`src/rtl/pattern_tx_pkg.sv`:
```
// Shared types and constants for the pattern frame transmitter.
package pattern_tx_pkg;

    localparam int COORD_W = 12;
    localparam int PIX_W   = 8;
    localparam int CNT_W   = 16;

    typedef enum logic [2:0] {
        IDLE   = 3'd0,
        VFRONT = 3'd1,
        LINE   = 3'd2,
        HBLANK = 3'd3,
        VBACK  = 3'd4,
        FBLANK = 3'd5
    } state_t;

    localparam logic [2:0] PAT_ZERO  = 3'b000;
    localparam logic [2:0] PAT_ONES  = 3'b001;
    localparam logic [2:0] PAT_HGRAD = 3'b010;
    localparam logic [2:0] PAT_CHECK = 3'b011;
    localparam logic [2:0] PAT_VGRAD = 3'b100;
    localparam logic [2:0] PAT_DIAG  = 3'b101;
    localparam logic [2:0] PAT_COUNT = 3'b110;
    localparam logic [2:0] PAT_MID   = 3'b111;

endpackage

```
`src/rtl/pattern_pixel_gen.sv`:
```
// Combinational pixel value for the latched pattern at coordinate (x, y).
module pattern_pixel_gen
    import pattern_tx_pkg::*;
(
    input  logic [2:0]         sel,
    input  logic [COORD_W-1:0] x,
    input  logic [COORD_W-1:0] y,
    input  logic [PIX_W-1:0]   pix_cnt,
    output logic [PIX_W-1:0]   pix
);

    // Only the low coordinate bits shape any pattern.
    logic unused_hi;
    assign unused_hi = ^{x[COORD_W-1:8], y[COORD_W-1:8]};

    always_comb begin
        pix = '0;
        case (sel)
            PAT_ZERO:  pix = 8'h00;
            PAT_ONES:  pix = 8'hFF;
            PAT_HGRAD: pix = x[7:0];
            PAT_CHECK: pix = (x[5] ^ y[5]) ? 8'hFF : 8'h00;
            PAT_VGRAD: pix = y[7:0];
            PAT_DIAG:  pix = x[7:0] + y[7:0];
            PAT_COUNT: pix = pix_cnt;
            PAT_MID:   pix = 8'h80;
            default:   pix = 8'h00;
        endcase
    end

endmodule

```
`src/rtl/pattern_frame_tx.sv`:
```
// Frame/line timing generator with selectable test patterns. Every output is a
// flop driven from the state of the previous cycle, so outputs trail the state
// by one cycle; back-to-back frame period is exact, a frame from IDLE starts one cycle after en.
module pattern_frame_tx
    import pattern_tx_pkg::*;
#(
    parameter int WIDTH   = 640,
    parameter int HEIGHT  = 480,
    parameter int H_BLANK = 16,
    parameter int V_FRONT = 4,
    parameter int V_BACK  = 4,
    parameter int F_BLANK = 32
)(
    input  logic             clk,
    input  logic             rst,
    input  logic             en,
    input  logic [2:0]       sel,
    input  logic             stall,
    output logic             fval,
    output logic             lval,
    output logic             dval,
    output logic [PIX_W-1:0] pix_data,
    output logic             frame_done,
    output state_t           state_dbg
);

    localparam logic [COORD_W-1:0] X_LAST  = COORD_W'(WIDTH - 1);
    localparam logic [COORD_W-1:0] Y_LAST  = COORD_W'(HEIGHT - 1);
    localparam logic [CNT_W-1:0]   VF_LAST = CNT_W'(V_FRONT - 1);
    localparam logic [CNT_W-1:0]   HB_LAST = CNT_W'(H_BLANK - 1);
    localparam logic [CNT_W-1:0]   VB_LAST = CNT_W'(V_BACK - 1);
    localparam logic [CNT_W-1:0]   FB_LAST = CNT_W'(F_BLANK - 1);

    state_t             state;
    logic [CNT_W-1:0]   cnt;
    logic [COORD_W-1:0] x;
    logic [COORD_W-1:0] y;
    logic [PIX_W-1:0]   pix_cnt;
    logic [2:0]         sel_q;
    logic [PIX_W-1:0]   pix_val;
    logic               start_frame;

    // en only matters in IDLE and on the final FBLANK cycle.
    assign start_frame = en && ((state == IDLE) || (state == FBLANK && cnt == FB_LAST));
    assign state_dbg   = state;

    pattern_pixel_gen u_pix (
        .sel     (sel_q),
        .x       (x),
        .y       (y),
        .pix_cnt (pix_cnt),
        .pix     (pix_val)
    );

    // Flow control: a LINE cycle with stall low delivers pixel (x,y) next cycle
    // with dval high; with stall high nothing moves and lval stays high.
    always_ff @(posedge clk or posedge rst) begin
        if (rst) begin
            state      <= IDLE;
            cnt        <= '0;
            x          <= '0;
            y          <= '0;
            pix_cnt    <= '0;
            sel_q      <= '0;
            fval       <= 1'b0;
            lval       <= 1'b0;
            dval       <= 1'b0;
            pix_data   <= '0;
            frame_done <= 1'b0;
        end else begin
            fval       <= (state != IDLE) && (state != FBLANK);
            lval       <= 1'b0;
            dval       <= 1'b0;
            pix_data   <= '0;
            frame_done <= (state == FBLANK) && (cnt == '0);

            if (start_frame) begin
                state   <= VFRONT;
                sel_q   <= sel;
                x       <= '0;
                y       <= '0;
                cnt     <= '0;
                pix_cnt <= '0;
            end else begin
                case (state)
                    IDLE: ;
                    VFRONT: begin
                        if (cnt == VF_LAST) begin
                            cnt   <= '0;
                            state <= LINE;
                        end else begin
                            cnt <= cnt + CNT_W'(1);
                        end
                    end
                    LINE: begin
                        lval <= 1'b1;
                        if (!stall) begin
                            dval     <= 1'b1;
                            pix_data <= pix_val;
                            pix_cnt  <= pix_cnt + PIX_W'(1);
                            if (x == X_LAST) begin
                                x <= '0;
                                if (y == Y_LAST) begin
                                    state <= VBACK;
                                end else begin
                                    y     <= y + COORD_W'(1);
                                    state <= HBLANK;
                                end
                            end else begin
                                x <= x + COORD_W'(1);
                            end
                        end
                    end
                    HBLANK: begin
                        if (cnt == HB_LAST) begin
                            cnt   <= '0;
                            state <= LINE;
                        end else begin
                            cnt <= cnt + CNT_W'(1);
                        end
                    end
                    VBACK: begin
                        if (cnt == VB_LAST) begin
                            cnt   <= '0;
                            state <= FBLANK;
                        end else begin
                            cnt <= cnt + CNT_W'(1);
                        end
                    end
                    FBLANK: begin
                        if (cnt == FB_LAST) begin
                            cnt   <= '0;
                            state <= IDLE;
                        end else begin
                            cnt <= cnt + CNT_W'(1);
                        end
                    end
                    default: state <= IDLE;
                endcase
            end
        end
    end

endmodule

```
`config.mk`:
```
export PLATFORM = sky130hd
export DESIGN_NAME = pattern_frame_tx
export DESIGN_NICKNAME = d
export VERILOG_FILES = /design/src/rtl/pattern_tx_pkg.sv /design/src/rtl/pattern_pixel_gen.sv /design/src/rtl/pattern_frame_tx.sv
export SDC_FILE = /design/constraint.sdc
export NUM_CORES = 1
export LEC_CHECK = 0
export BUFFER_PORTS_ARGS = -buffer_cell sky130_fd_sc_hd__buf_4
export CELL_PAD_IN_SITES_DETAIL_PLACEMENT = 1
export CELL_PAD_IN_SITES_GLOBAL_PLACEMENT = 1
export CORE_UTILIZATION = 25
export DETAILED_ROUTE_END_ITERATION = 8
export MAX_ROUTING_LAYER = met4
export PLACE_DENSITY_LB_ADDON = 0.2
export SLEW_MARGIN = 20
export SYNTH_ARGS = -nofsm -noshare
export SYNTH_HDL_FRONTEND = slang
export SYNTH_HIERARCHICAL = 1
export SYNTH_SLANG_ARGS = --single-unit
```
`constraint.sdc`:
```
create_clock -name clk -period 2 [get_ports clk]
set_input_delay 0.1 -clock clk [delete_from_list [all_inputs] [get_ports clk]]
set_output_delay 0.1 -clock clk [all_outputs]
set_load 0.02 [all_outputs]
```
# Word level (Yosys, flattened, before mapping)

Cells that the tools add are included.

Word-level logic and storage cells: 96
Bits in registers: 66
Bits of input ports: 7
Output and inout port bits: 15

Mux-type cells: 36
Reductions and logical operators: 16
Equal/unequal tests: 27
Add/sub/neg operators: 5
Bitwise operators: 1

Operators by type and width:

| kind                  | number |
|---|---|
| $mux 12               | 9 |
| $mux 16               | 4 |
| $pmux 8 s8            | 1 |
| $mux 8                | 7 |
| $pmux 16 s3           | 1 |
| $add 12x1->12 const B | 2 |
| $mux 3                | 8 |
| $ne 3x3->1 const B    | 7 |
| $eq 3x3->1 const B    | 6 |
| $pmux 3 s6            | 1 |
| $add 16x1->16 const B | 1 |
| $eq 16x2->1 const B   | 1 |
| $eq 16x4->1 const B   | 1 |
| $eq 16x5->1 const B   | 1 |
| $logic_not 16->1      | 1 |
| $eq 12x10->1 const B  | 1 |
| $eq 12x9->1 const B   | 1 |
| $eq 3x2->1 const B    | 4 |
| $add 8x1->8 const B   | 1 |
| $add 8x8->8           | 1 |
| $reduce_and 7->1      | 1 |
| $eq 3x1->1 const B    | 2 |
| $logic_not 3->1       | 2 |
| $mux 1                | 5 |
| 11 further kinds      | 16 |

# Logic depth before layout (Yosys ltp)

Depth after elaboration: 6
Gate-level depth with buffers: 8
Mapped depth without buffers: 8

# Modules after synthesis

The synthesis kept the hierarchy.

By module, submodules not included:

| module            | cells an instance | area each (um^2) | instances | seq. area each (um^2) |
|---|---|---|---|---|
| pattern_frame_tx  | 336               | 3,335.7          | 1         | 1,651.6 |
| pattern_pixel_gen | 87                | 641.9            | 1         | 0.0 |

# Worst setup path before layout

OpenSTA, ideal clock, no wires.

Kind: reg-to-reg
From: register y[0]
To: register pix_data[6]
Stages on the path, launching flop included: 9
Slack: 31 ps
Required time: 1,881 ps
Buffers on the path: 0
Setup time: 119 ps
Clock period less this slack: 1,969 ps
Arrival: 1,850 ps
Cells stage by stage: dfrtp_1 ha_1 fa_1 a21oi_1 o21ai_0 a21oi_1 xor2_1 o21ai_0 and2_1

Cells in the longest elaborated chain, start to end: 5

Ends and longest elaborated chain:

| element                | RTL line                | text |
|---|---|---|
| start, declared        | pattern_frame_tx.sv:37  | `logic [COORD_W-1:0] y;` |
| start signal, assigned | pattern_frame_tx.sv:106 | `y <= y + COORD_W'(1);` |
| $add 8x8->8            | pattern_pixel_gen.sv:24 | `PAT_DIAG: pix = x[7:0] + y[7:0];` |
| $pmux 8 s8             | pattern_pixel_gen.sv:18 | `case (sel)` |
| net pix_val[6]         | pattern_frame_tx.sv:40  | `logic [PIX_W-1:0] pix_val;` |
| $mux 8                 | pattern_frame_tx.sv:97  | `if (!stall) begin` |
| $mux 8                 | pattern_frame_tx.sv:85  | `case (state)` |
| $mux 8                 | pattern_frame_tx.sv:77  | `if (start_frame) begin` |
| end signal, assigned   | pattern_frame_tx.sv:99  | `pix_data <= pix_val;` |
| end, declared          | pattern_frame_tx.sv:22  | `output logic [PIX_W-1:0] pix_data,` |

The timed path passes the listed nets, and every way through them passes these cells.
A chain may end at the register's enable or synchronous reset.

# Worst setup path after layout

From: register cnt[15]
To: register state[0], in the netlist state_dbg[0]

Cells in the longest elaborated chain, start to end: 6
Elaborated cells on any way between the ends: 15
Those cells by class: 10 x eq/ne; 1 x mux; 4 x reduce/logical

Ends and longest elaborated chain:

| element                                                   | RTL line                                        | text |
|---|---|---|
| start, declared                                           | pattern_frame_tx.sv:35                          | `logic [CNT_W-1:0] cnt;` |
| start signal, assigned                                    | pattern_frame_tx.sv:92                          | `cnt <= cnt + CNT_W'(1);` |
| start signal, assigned                                    | pattern_frame_tx.sv:119                         | `cnt <= cnt + CNT_W'(1);` |
| start signal, assigned                                    | pattern_frame_tx.sv:127                         | `cnt <= cnt + CNT_W'(1);` |
| $eq 16x5->1                                               | pattern_frame_tx.sv:44, pattern_frame_tx.sv:131 |  |
| $logic_and 1x1->1                                         | pattern_frame_tx.sv:44                          | `assign start_frame = en && ((state == IDLE) \|\| (state == FBLANK && cnt == FB_LAST));` |
| $logic_or 1x1->1                                          | pattern_frame_tx.sv:44                          |  |
| $logic_and 1x1->1                                         | pattern_frame_tx.sv:44                          |  |
| $ne 3x3->1 (no source line) or $ne 2x2->1 (tied branches) | n/a                                             |  |
| $reduce_and 7->1 (no source line)                         | n/a                                             |  |
| end signal, assigned                                      | pattern_frame_tx.sv:59                          | `state <= IDLE;` |
| end signal, assigned                                      | pattern_frame_tx.sv:78                          | `state <= VFRONT;` |
| end signal, assigned                                      | pattern_frame_tx.sv:90                          | `state <= LINE;` |
| end, declared                                             | pattern_frame_tx.sv:34                          | `state_t state;` |

Several ways; a longest one is shown, not always the timed one.

==> metrics.txt <==
Synth Area in Adders=0.0428; CP Capture Type=flip-flop; Area Overhead vs Synth=30.4%; slowest stage delay, CP=410 ps; Critical R2R Launch=cnt[15]$_DFFE_PP0P_; Worst Hold Margin=between 10 and 15 ps; vias per std cell=approximately 4.7; Worst setup SP type=flip-flop; critical path arrival=between 2000 and 2500 ps; clock power share=0.307; CTS Buffer Depth=2; IO Port Bufs=21; largest family of logic cells by synthesized area=simple AND/OR/NAND/NOR gates; Initial Utilization=0.259; first-pass GRT wire length=roughly 19,000 um; Post-Syn Instances=about 420; share of the synthesized area in the top cell type=0.415; mux share of post-synthesis cell area=0.0371; Rel. slew slack=0.549; total grt overflow=0; MaxCap Viol Count=0; Synth Area per Inst=9.40 sq um; drt initial violations=~130; Die ar.=16,400 sq um; maximum clock rate=slightly below 500 MHz; critical path buffer and inverter count=1; Die Ht=around 130 um; Synth Area in Compound Gates=0.124; Seq/Total Area, Yosys=0.415; Logic pwr share=0.318; Final #Nets=517; vias in the first global route=around 3,700; CTS tree=done; Synth Area in XOR/XNOR=0.0947; First-pass DRT Iterations=4; mapped cell area=3980 sq um; top_reg_cell synth=dfrtp_1; fin crit share=1.01; Final Critical Period=2020 ps; gr usage total=0.157; Skew-Pair Late Insertion Delay=between 300 and 400 ps; P_leak=between 2 and 2.5 nW; RSZ-0062 raised after global routing=true; ys async rst share=1.00; number of flops mapped to enable cells by yosys=0; top post-synthesis cells by area=dfrtp_1 42%, xor2_1 5.9%, nor2_1 4.8%, ha_1 3.8%, xnor2_1 3.5%; Post-synth top cells=66 x dfrtp_1, 51 x nor2_1, 37 x nand2_1; average wire per standard cell=between 15 and 20 um; n_diodes=0; CP Cell Sequence=nor4_2, nand4_1, buf_4, a2111oi_4, nor4_4, nor3_2, mux2_4; Worst-Margin Slew=673 ps; Synth warnings=6; # IOs=22; # clock sinks=66; worst vdd ir=between 0.0004 and 0.0005 V; initial antenna violation count=0; share of post-route cells with drive strength above 1=0.281; biggest area consumer among synthesized cells=dfrtp_1; most frequent cell after synthesis=dfrtp_1; Worst path slowest cell=dfrtp_1; Yosys reg bits=66; CTS Buf Count=9; largest net degree at the start of global routing=35; vias post-DR=around 3,400; H-tree depth=3; residual DRC count=0; Crit Path Max Fanout=3; design area=5190 sq um; Crit path max-delay family=simple AND/OR/NAND/NOR gates; Synth Net Count=443; Required @ worst endpoint=around 2200 ps; part of the power in registers=0.375; slack of the critical path=-23.3 ps; Psw=1.66 mW; Sw Share=0.348; Int Pwr=3.11 mW; final slew viol count=0; clk slew on worst S/H paths=about 60 ps; pwr dens=~920 nW/um^2; endpoints failing setup=1; Netlist cell types=62; Routed WL=around 11,000 um; pre-CTS setup slack=-28.8 ps; Hold Path Origin=sel[0]; outcome=complete, but fails checks; Clock Skews=7.81 ps; critical setup path kind=reg -> reg; Fin. Hold Viols=0; Cell Area, Placed=~4700 sq um; worst hold path class=in -> reg; failing checks=negative setup slack; GP Congestion=between 0.7 and 0.8; clock root cell=clkbuf_16; CP startpoint=cnt[15]$_DFFE_PP0P_; Die Wd=~130 um; Util after Layout=0.338; Core Box Area=about 15,000 sq um; post-route ant nets=0; detailed placer's ending HPWL=between 8000 and 9000 um; simple-gate share of the synthesized area=0.249; # rows=between 40 and 50
placed cells by master, fill, tap and decap left out, types with 5 or more instances in the layout:
master and n:
xor2_1 27, clkbuf_16 9, a21oi_1 18, buf_4 70
nand4_1 13, and3_1 13, nor3_1 7, xnor2_1 16
nand2b_1 5, nor2b_1 7, mux2i_1 8, nand2_1 37
o21ai_1 5, nor2_2 5, o21ai_0 19, and2_1 14
inv_1 11, nor2_1 49, dfrtp_1 63, nand3_1 9
ha_1 9
area by class of cell:
cell class	instances	area (sq um)
fill	1774	10200
multi-input combinational	331	2340
sequential	66	1660
timing repair buffer	77	609
tap	211	264
clock buffer	11	243
inverter	12	45.0
clock inverter	5	30.0
flip-flops by register name, indices dropped and copies added (netlist names):
signal / cells
cnt: 16
x: 12
y: 12
pix_cnt: 8
pix_data: 8
sel_q: 3
state_dbg: 3
dval: 1
frame_done: 1
fval: 1
lval: 1
per-stage QoR:
| step | cells | power (mW) | setup TNS (ps) |
|---|---|---|---|
| finish | 713 | 4.77 | -23.3 |
| global route | 713 | 5.10 | -251 |
| CTS | 708 | 4.69 | -19.2 |
| detailed placement | 689 | 3.15 | -72.7 |
| global placement | 689 | 3.12 | 0 |
| floorplan | 423 | 2.56 | 0 |
path summary, 6_finish.rpt:
kind	to	slack, ps	cells after the start
worst max-delay path	state_dbg[0]$_DFFE_PP0P_	-20	7
worst min-delay path	sel_q[0]$_DFFE_PP0N_	10	2
worst max register to register	state_dbg[0]$_DFFE_PP0P_	-20	7
worst min register to register	x[11]$_DFFE_PP0P_	510	1
max in group asynchronous	state_dbg[2]$_DFFE_PP0P_	1150	4
min in group asynchronous	pix_cnt[4]$_DFFE_PP0P_	440	4
timing repair:
action	in CTS	in global routing
resized for setup	7	35
hold buffers	3	0
pin swaps	0	10
hold endpoints to repair	68	0
setup endpoints to repair	9	48
setup buffers	0	5
gates cloned	0	0
per-layer routing:
layer  GRT usage  vias to the layer above  share of wire  routed length (um)
met1       0.197                     1665           0.49                5510
met2       0.249                       39           0.46                5200
li1            -                     1635              -                   -
met3      0.0376                       14          0.028                 314
met4      0.0498                        0          0.016                 178
met5           -                        -              0                   0
power by group through the flow:
| stage | Combinational (mW) | Clock [mW] | Sequential, mW |
|---|---|---|---|
| floorplan | 0.781 | 0 | 1.78 |
| global placement | 1.33 | 0 | 1.79 |
| detailed placement | 1.35 | 0 | 1.80 |
| CTS | 1.39 | 1.52 | 1.78 |
| global route | 1.71 | 1.57 | 1.82 |
| finish | 1.52 | 1.46 | 1.79 |
kinds of logic (layout without fill, tap and decap cells):
kind of cell             after synthesis  count (layout)
AO/OA/AOI/OAI                         73              73
XOR/XNOR                              43              43
flip-flops                            66              66
multiplexers                          14              14
AND/OR/NAND/NOR                      188             188
adder cells (fa/ha/maj)               13              13
buffers and inverters                 26             105
Note: power is estimated with default switching activity, not from simulation.
